[src/rtl/mux2_1.sv]
// Bit-sliced 2:1 selector for the ALU B-operand path: gate-level combinational
// output plus an optional one-cycle registered copy with valid and select-change flags.
module mux2_1 #(
    parameter int WIDTH = 1
) (
    input  logic             clk,
    input  logic             reset,
    input  logic [WIDTH-1:0] i0,
    input  logic [WIDTH-1:0] i1,
    input  logic             sel,
    input  logic             en,
    output logic [WIDTH-1:0] out,
    output logic [WIDTH-1:0] out_q,
    output logic             valid_q,
    output logic             sel_chg_q
);

    logic             sel_n_s;
    logic [WIDTH-1:0] and0_s;
    logic [WIDTH-1:0] and1_s;

    logic [WIDTH-1:0] out_d;
    logic             valid_d;
    logic             sel_chg_d;
    logic             last_sel_d;
    logic             last_sel_q;

    // One inverter on sel is shared by every bit slice.
    not u_sel_inv (sel_n_s, sel);

    for (genvar k = 0; k < WIDTH; k++) begin : g_slice
        and u_and0 (and0_s[k], i0[k], sel_n_s);
        and u_and1 (and1_s[k], i1[k], sel);
        or  u_or   (out[k], and0_s[k], and1_s[k]);
    end

    // Next-state for the capture stage; reset priority is applied in the flop block.
    always_comb begin
        out_d      = out_q;
        valid_d    = valid_q;
        sel_chg_d  = 1'b0;
        last_sel_d = last_sel_q;
        if (en) begin
            out_d      = out;
            valid_d    = 1'b1;
            sel_chg_d  = (sel != last_sel_q) & valid_q;
            last_sel_d = sel;
        end else begin
            sel_chg_d  = 1'b0;
        end
    end

    // Capture registers with synchronous reset overriding enable.
    always_ff @(posedge clk) begin
        if (reset) begin
            out_q      <= {WIDTH{1'b0}};
            valid_q    <= 1'b0;
            sel_chg_q  <= 1'b0;
            last_sel_q <= 1'b0;
        end else begin
            out_q      <= out_d;
            valid_q    <= valid_d;
            sel_chg_q  <= sel_chg_d;
            last_sel_q <= last_sel_d;
        end
    end

endmodule

[config.mk]
export PLATFORM = sky130hd
export DESIGN_NAME = mux2_1
export DESIGN_NICKNAME = d
export VERILOG_FILES = /design/src/rtl/mux2_1.sv
export SDC_FILE = /design/constraint.sdc
export NUM_CORES = 1
export LEC_CHECK = 0
export CORE_AREA = 2 2 39 41
export DETAILED_ROUTE_END_ITERATION = 10
export DIE_AREA = 0 0 41 43
export GPL_ROUTABILITY_DRIVEN = 1
export SLEW_MARGIN = 10
export SYNTH_ARGS = -nofsm -noshare
export SYNTH_HDL_FRONTEND = slang
export SYNTH_SLANG_ARGS = --single-unit
[constraint.sdc]
create_clock -name clk -period 0.8 [get_ports clk]
set_input_delay 0.24 -clock clk [delete_from_list [all_inputs] [get_ports clk]]
set_output_delay 0.24 -clock clk [all_outputs]
set_load 0.01 [all_outputs]
# After elaboration in Yosys (flattened, before gate mapping)
# Cells that the tools add are included.
# word_totals
reg_bits,4
in_bits,6
out_inout_bits,4
word_cells,12
# op_classes
n_eq_ne,1
n_bitwise,6
reduce_logical,1
# op_table
operator,n
1-bit bitwise AND,3
1-bit inverter,2
2-bit OR reduction,1
1-bit inequality test,1
1-bit bitwise OR,1

# Longest topological paths before layout
# depth
depth_word,3
ltp_mapped,2
ltp_nobuf,2

# Least setup slack after synthesis
# No wires, ideal clock.
# synth_path
path_type,input to register
startpoint,input port sel
endpoint,register out_q
setup_time_ps,115
arrival_time_ps,701
t_required_ps,685
slack_ps,-16
stages,2
n_path_buf,0
cell_sequence,mux2_4 o21a_1
# synth_via
elab_chain_cells,3
elab_cells_between_ends,4
classes_between,bitwise (4)
# synth_rtl
item,line_no,source
"start, declared",10,"input logic sel,"
1-bit inverter,29,"not u_sel_inv (sel_n_s, sel);"
1-bit bitwise AND,32,"and u_and0 (and0_s[k], i0[k], sel_n_s);"
1-bit bitwise OR *,34,"or u_or (out[k], and0_s[k], and1_s[k]);"
"end signal, assigned",56,out_q <= {WIDTH{1'b0}};
"end signal, assigned",61,out_q <= out_d;
"end, declared",13,"output logic [WIDTH-1:0] out_q,"
# Every way passes the cells marked *; elsewhere a longest branch is shown, timed or not.
# A chain may end at the register's enable or synchronous reset.

# Worst setup path after layout
# layout_path
startpoint,input port sel
endpoint,output port out
# layout_via
elab_chain_cells,3
elab_cells_between_ends,4
classes_between,bitwise (4)
# layout_rtl
item,line_no,source
1-bit inverter,29,
1-bit bitwise AND,32,
1-bit bitwise OR *,34,
"end, declared",12,"output logic [WIDTH-1:0] out,"
# Marks and branches as above.

==> impl_metrics.csv <==
group,metric,value,unit
outcome,outcome,"finished, violations left",
outcome,violations,"negative setup slack",
critical_path,crit_required,560,ps
cts,cts.clk_slew.worst_paths,40,ps
critical_path,worstPathMaxFanout,2,
grt,grt_pass1_vias,127,
finish,fin_nets,38,
grt,grt_pass1_wl,469,um
cts,cts_hold_buf,0,
logic_synthesis,synth_top_area_share,51.61,%
sta,rsz0062_at_grt,"yes",
floorplan,die_y,43,um
critical_path,start_kind,"input port",
logic_synthesis,synth-seq-cells,4,
critical_path,crit_chain,"buf_6 -> mux2_4 -> buf_6",
floorplan,initial_core_util,11.21,%
critical_path,critical_path_class,"in -> out",
finish,syn_to_final_growth,93.55,%
route,drt_pass1_iterations,1,
worst_hold_path,hp-class,"in -> reg",
floorplan,coreArea,1384,um^2
finish,final_util,21.70,%
grt,track_usage,4.714,%
floorplan,die_w,41,um
route,wl_per_cell,7.065,um
grt,antenna_found_initial,0,
critical_path,setup.worst_path.start,"sel",
cts,cts_tree,"yes",
cts,root_buffer,"clkbuf_4",
finish,fin_cells,46,
route,wl,325,um
critical_path,r2r_slack,110,ps
logic_synthesis,yosys.cell_types.count,10,
logic_synthesis,seq_area_frac_synth,51.61,%
logic_synthesis,synth_area,155.1,um^2
cts,htreeDepth,1,
sta,skew,1.122,ps
sta,fmax,1005,MHz
cts,numCtsBuffers,3,
logic_synthesis,synth.area.top_cells,"dfxtp_1 52%, mux2_4 9.7%, nor2_1 7.3%",
route,vias,156,
critical_path,cp_data_arrival_time,760,ps
cts,clock-sinks,4,
worst_hold_path,worstHoldEndpoint,"last_sel_q",
sta,post-route-min-period,995.4,ps
route,avgViaCountPerCell,3.391,
sta,hold_viol_final,0,
critical_path,end_kind,"output port",
finish,layout-drive-gt1-share,56.67,%
critical_path,cpPeakStageDelay,300,ps
logic_synthesis,synth_area_per_cell,10.34,um^2
finish,antenna_cells,0,
logic_synthesis,yosysWarnings,0,
placed_design,dpl.cell_count,42,
cts,max-clock-path-buffers,2,
sta,setup_viol,4,
critical_path,critPathMostFrequentCell,"buf_6",
floorplan,dieArea,1763,um^2
grt,grt_max_degree,6,
logic_synthesis,yosys.area.top_type,"dfxtp_1",
run,maxCapViolCount,0,
sta,maxSlewViolCount,0,
worst_hold_path,hp-start,"sel",
power_and_ir_drop,p_leak,0.0001446,uW
critical_path,worstReg2RegEnd,"out_q",
logic_synthesis,syn-instance-count,15,
logic_synthesis,synth_fp_nets,21,
critical_path,r2r_cells,2,
floorplan,io_pins,10,
power_and_ir_drop,power_density,1872,nW/um^2
route,drcViolationCount,0,
grt,overflow,0,
sta,tightest_slew,193.7,ps
power_and_ir_drop,power,562.3,uW
floorplan,rows,14,
worst_hold_path,worstHoldPathCells,4,
finish,fillerInstances,165,
route,antenna_left,0,
placed_design,port_buffers,9,
placed_design,place_congestion,0.5432,
sta,setup_slack,-195.4,ps
power_and_ir_drop,max-vdd-ir-drop,0.0004377,V
sta,relSlewSlack,87.09,%
cts,clk_latency,230,ps
critical_path,timing.rr.start,"out_q",
critical_path,slowest_stage,"mux2_4",
route,dr.first_iter.drc_count,0,
sta,period_share,124.4,%
metal layers:
metal | routed length, um | vias to the layer above | global-route usage [%]
li1 | - | 81 | -
met1 | 141 | 69 | 3.526
met2 | 154 | 6 | 5.625
met3 | 29 | 0 | 4.712
met4 | 0 | 0 | 6.000
met5 | 0 | - | 0
report_power, final:
group	leakage (uW)	switching, uW	internal [uW]
Clock	0.0000138	76.2	167
Sequential	0.0000335	6.56	214
Combinational	0.0000973	33.8	64.4
Total	0.000145	117	446
sequential cells by signal (all words and copies together), names as in the netlist:
register	flops
out_q	1
last_sel_q	1
valid_q	1
sel_chg_q	1
synth_stat cells:
| master | n |
|---|---|
| nor3_1 | 1 |
| dfxtp_1 | 4 |
| mux2_4 | 1 |
| mux2i_1 | 1 |
| nand2_1 | 1 |
| nor2_1 | 3 |
| o21ba_2 | 1 |
| xnor2_1 | 1 |
| inv_1 | 1 |
| o21a_1 | 1 |
how the worst max path moves through the flow:
stage,cells past startpoint,end
final,3,out
after global placement,3,out
after detailed placement,3,out
after CTS,3,out
after global routing,3,out
after floorplan,2,out_q
cell type report:
class                           instances  area [um^2]  share of cell area [%]
Multi-Input combinational cell         10        71.32                   23.75
Inverter                                1        3.754                   1.250
Sequential cell                         4        82.58                   27.50
Tap cell                               16        20.02                   6.667
Timing Repair Buffer                   12        100.1                   33.33
Clock buffer                            3        22.52                   7.500
placed cells by master, fill, tap and decap left out:
cell / instances
buf_2: 3
buf_4: 3
buf_6: 4
clkbuf_4: 3
dfxtp_1: 2
dfxtp_2: 2
dlygate4sd2_1: 2
inv_1: 1
mux2_4: 1
mux2i_1: 1
nand2_1: 1
nor2_1: 3
nor3_1: 1
o21a_1: 1
o21ba_2: 1
xnor2_1: 1
through the flow:
stage	worst slack, ps	hold WS [ps]	setup TNS [ps]	instance area, um^2
2_1_floorplan	-15.69	312.4	-15.69	155.1
3_3_place_gp	-965.6	438.3	-3293	280.3
3_5_place_dp	-967.4	441.9	-3329	280.3
4_1_cts	-196.6	345.7	-495.5	300.3
5_1_grt	-204.2	370.9	-558.4	300.3
6_report	-195.4	350.1	-456.2	300.3
critical path, delay by kind of cell:
family / cells / cell delay [ps]
buf+inv: 2 / 210
mux: 1 / 300
timing repair:
action	CTS	global route
setup endpoints to repair	7	4
resized for setup	34	0
buffers inserted	1	0
cell families after synthesis:
group           count (synthesis)  synth area share (%)
xor+xnor                        1                 5.646
mux                             2                 16.13
simple gates                    5                 12.90
buf+inv                         1                 2.417
compound gates                  2                 11.29
flops                           4                 51.61
Note: power is estimated with default switching activity, not from simulation.
==> variant (same settings) <==
Remove the register `sel_chg_q`: a continuous assignment takes its place, so the output `sel_chg_q` follows one clock earlier.
--- a/src/rtl/mux2_1.sv
+++ b/src/rtl/mux2_1.sv
@@ -55,15 +55,15 @@
         if (reset) begin
             out_q      <= {WIDTH{1'b0}};
             valid_q    <= 1'b0;
-            sel_chg_q  <= 1'b0;
             last_sel_q <= 1'b0;
         end else begin
             out_q      <= out_d;
             valid_q    <= valid_d;
-            sel_chg_q  <= sel_chg_d;
             last_sel_q <= last_sel_d;
         end
     end
 
+    assign sel_chg_q = sel_chg_d;
+
 endmodule
 
Formal check against the unedited RTL: not equivalent (a bounded check fails within 4 cycles, from zero or initial values and one cycle with reset high).
==> variant against the original RTL <==
  * The run still ends with setup timing left
  * Design area rose by 5.0%
  * Area after synthesis fell by 15%
  * Sequential cell count shrank 1
  * Setup slack worse by 0.18 ns
  * Wire length up 16%
  * Clock power up 8.6%
  * Sequential share of layout area is 7.3 points lower
  * Power decreased by 1.3%
==> variant: results (changes against the original RTL) <==
| Metric | Value |
|---|---|
| Leak pwr | 0.159 nW (+10%) |
| Post-place setup slack | -1.04 ns (-0.0728 ns) |
| Compound-Gate Fraction of Synth Area | 0.132 (+0.0192) |
| Final setup vio count | 4 (unchanged) |
| Slowest CP cell | dfxtp_2 |
| Gr usage total | 0.0601 (+0.0130) |
| Flop-to-flop setup slack | 0.04 ns (-0.07 ns) |
| WP data arrival | 0.93 ns (+0.17 ns) |
| Met1 Use GR | 0.0383 (+0.00308) |
| Routed wire length | 378 um (+16%) |
| P_seq | 0.170 mW (-23%) |
| Share of the synthesized area in the top cell type | 0.453 (-0.0633) |
| Metal3 WL | 44 um (+52%) |
| Commonest cells post-synth | dfxtp_1 (3), nor2_1 (3) |
| Rel. slew slack | 0.919 (+0.0479) |
| Failing checks | setup timing |
| CP peak stage delay | 0.32 ns (+0.02 ns) |
| Post-synthesis sequential area ratio | 0.453 (-0.0633) |
| Placed insts | 40 (-4.8%) |
| Layout cells sized above 1 | 0.677 (+0.111) |
| Pwr Density | 1760 mW/mm2 (-6.0%) |
| Cells on Worst Hold Path | 3 (-1) |
| Placed inst area | 259 um2 (-7.6%) |
| Logic gate share of total power | 0.216 (+0.041) |
| Status | finished, violations left |
| Worst vdd ir | 0.339 mV (-23%) |
| Synth area leaders | dfxtp_1 (45%), mux2_4 (11%), nor2_1 (8.5%) |
| Post-route worst setup slack | -0.375 ns (-0.179 ns) |
==> variant: area by class of cell <==
class                      instances  area, um2
fill                             168       1070
timing repair buffer              14        130
multi-input combinational          9       71.3
sequential                         3       63.8
clock buffer                       4       26.3
tap                               16       20.0
inverter                           1       3.75
==> variant: worst max path at each step <==
stage / depth (start not counted) / start / end
finish: 3 / last_sel_q / sel_chg_q
global route: 3 / last_sel_q / sel_chg_q
CTS: 3 / last_sel_q / sel_chg_q
detailed placement: 4 / sel / sel_chg_q
global placement: 4 / sel / sel_chg_q
floorplan: 2 / last_sel_q / sel_chg_q
==> variant: what timing repair did <==
item	4_1_cts	5_1_grt
buffers inserted	2	1
endpoints found under the hold margin	0	0
pin swaps	2	1
gates resized for setup	36	4
endpoints found under the setup margin	7	5
==> variant: worst max-delay path, delay by kind of cell, from the launching register on <==
| kind | cells | cell delay, ns |
|---|---|---|
| xor gates and xnor gates | 1 | 0.12 |
| DFF | 1 | 0.32 |
| buffers and inverters | 1 | 0.12 |
| and+or+nand+nor | 1 | 0.14 |
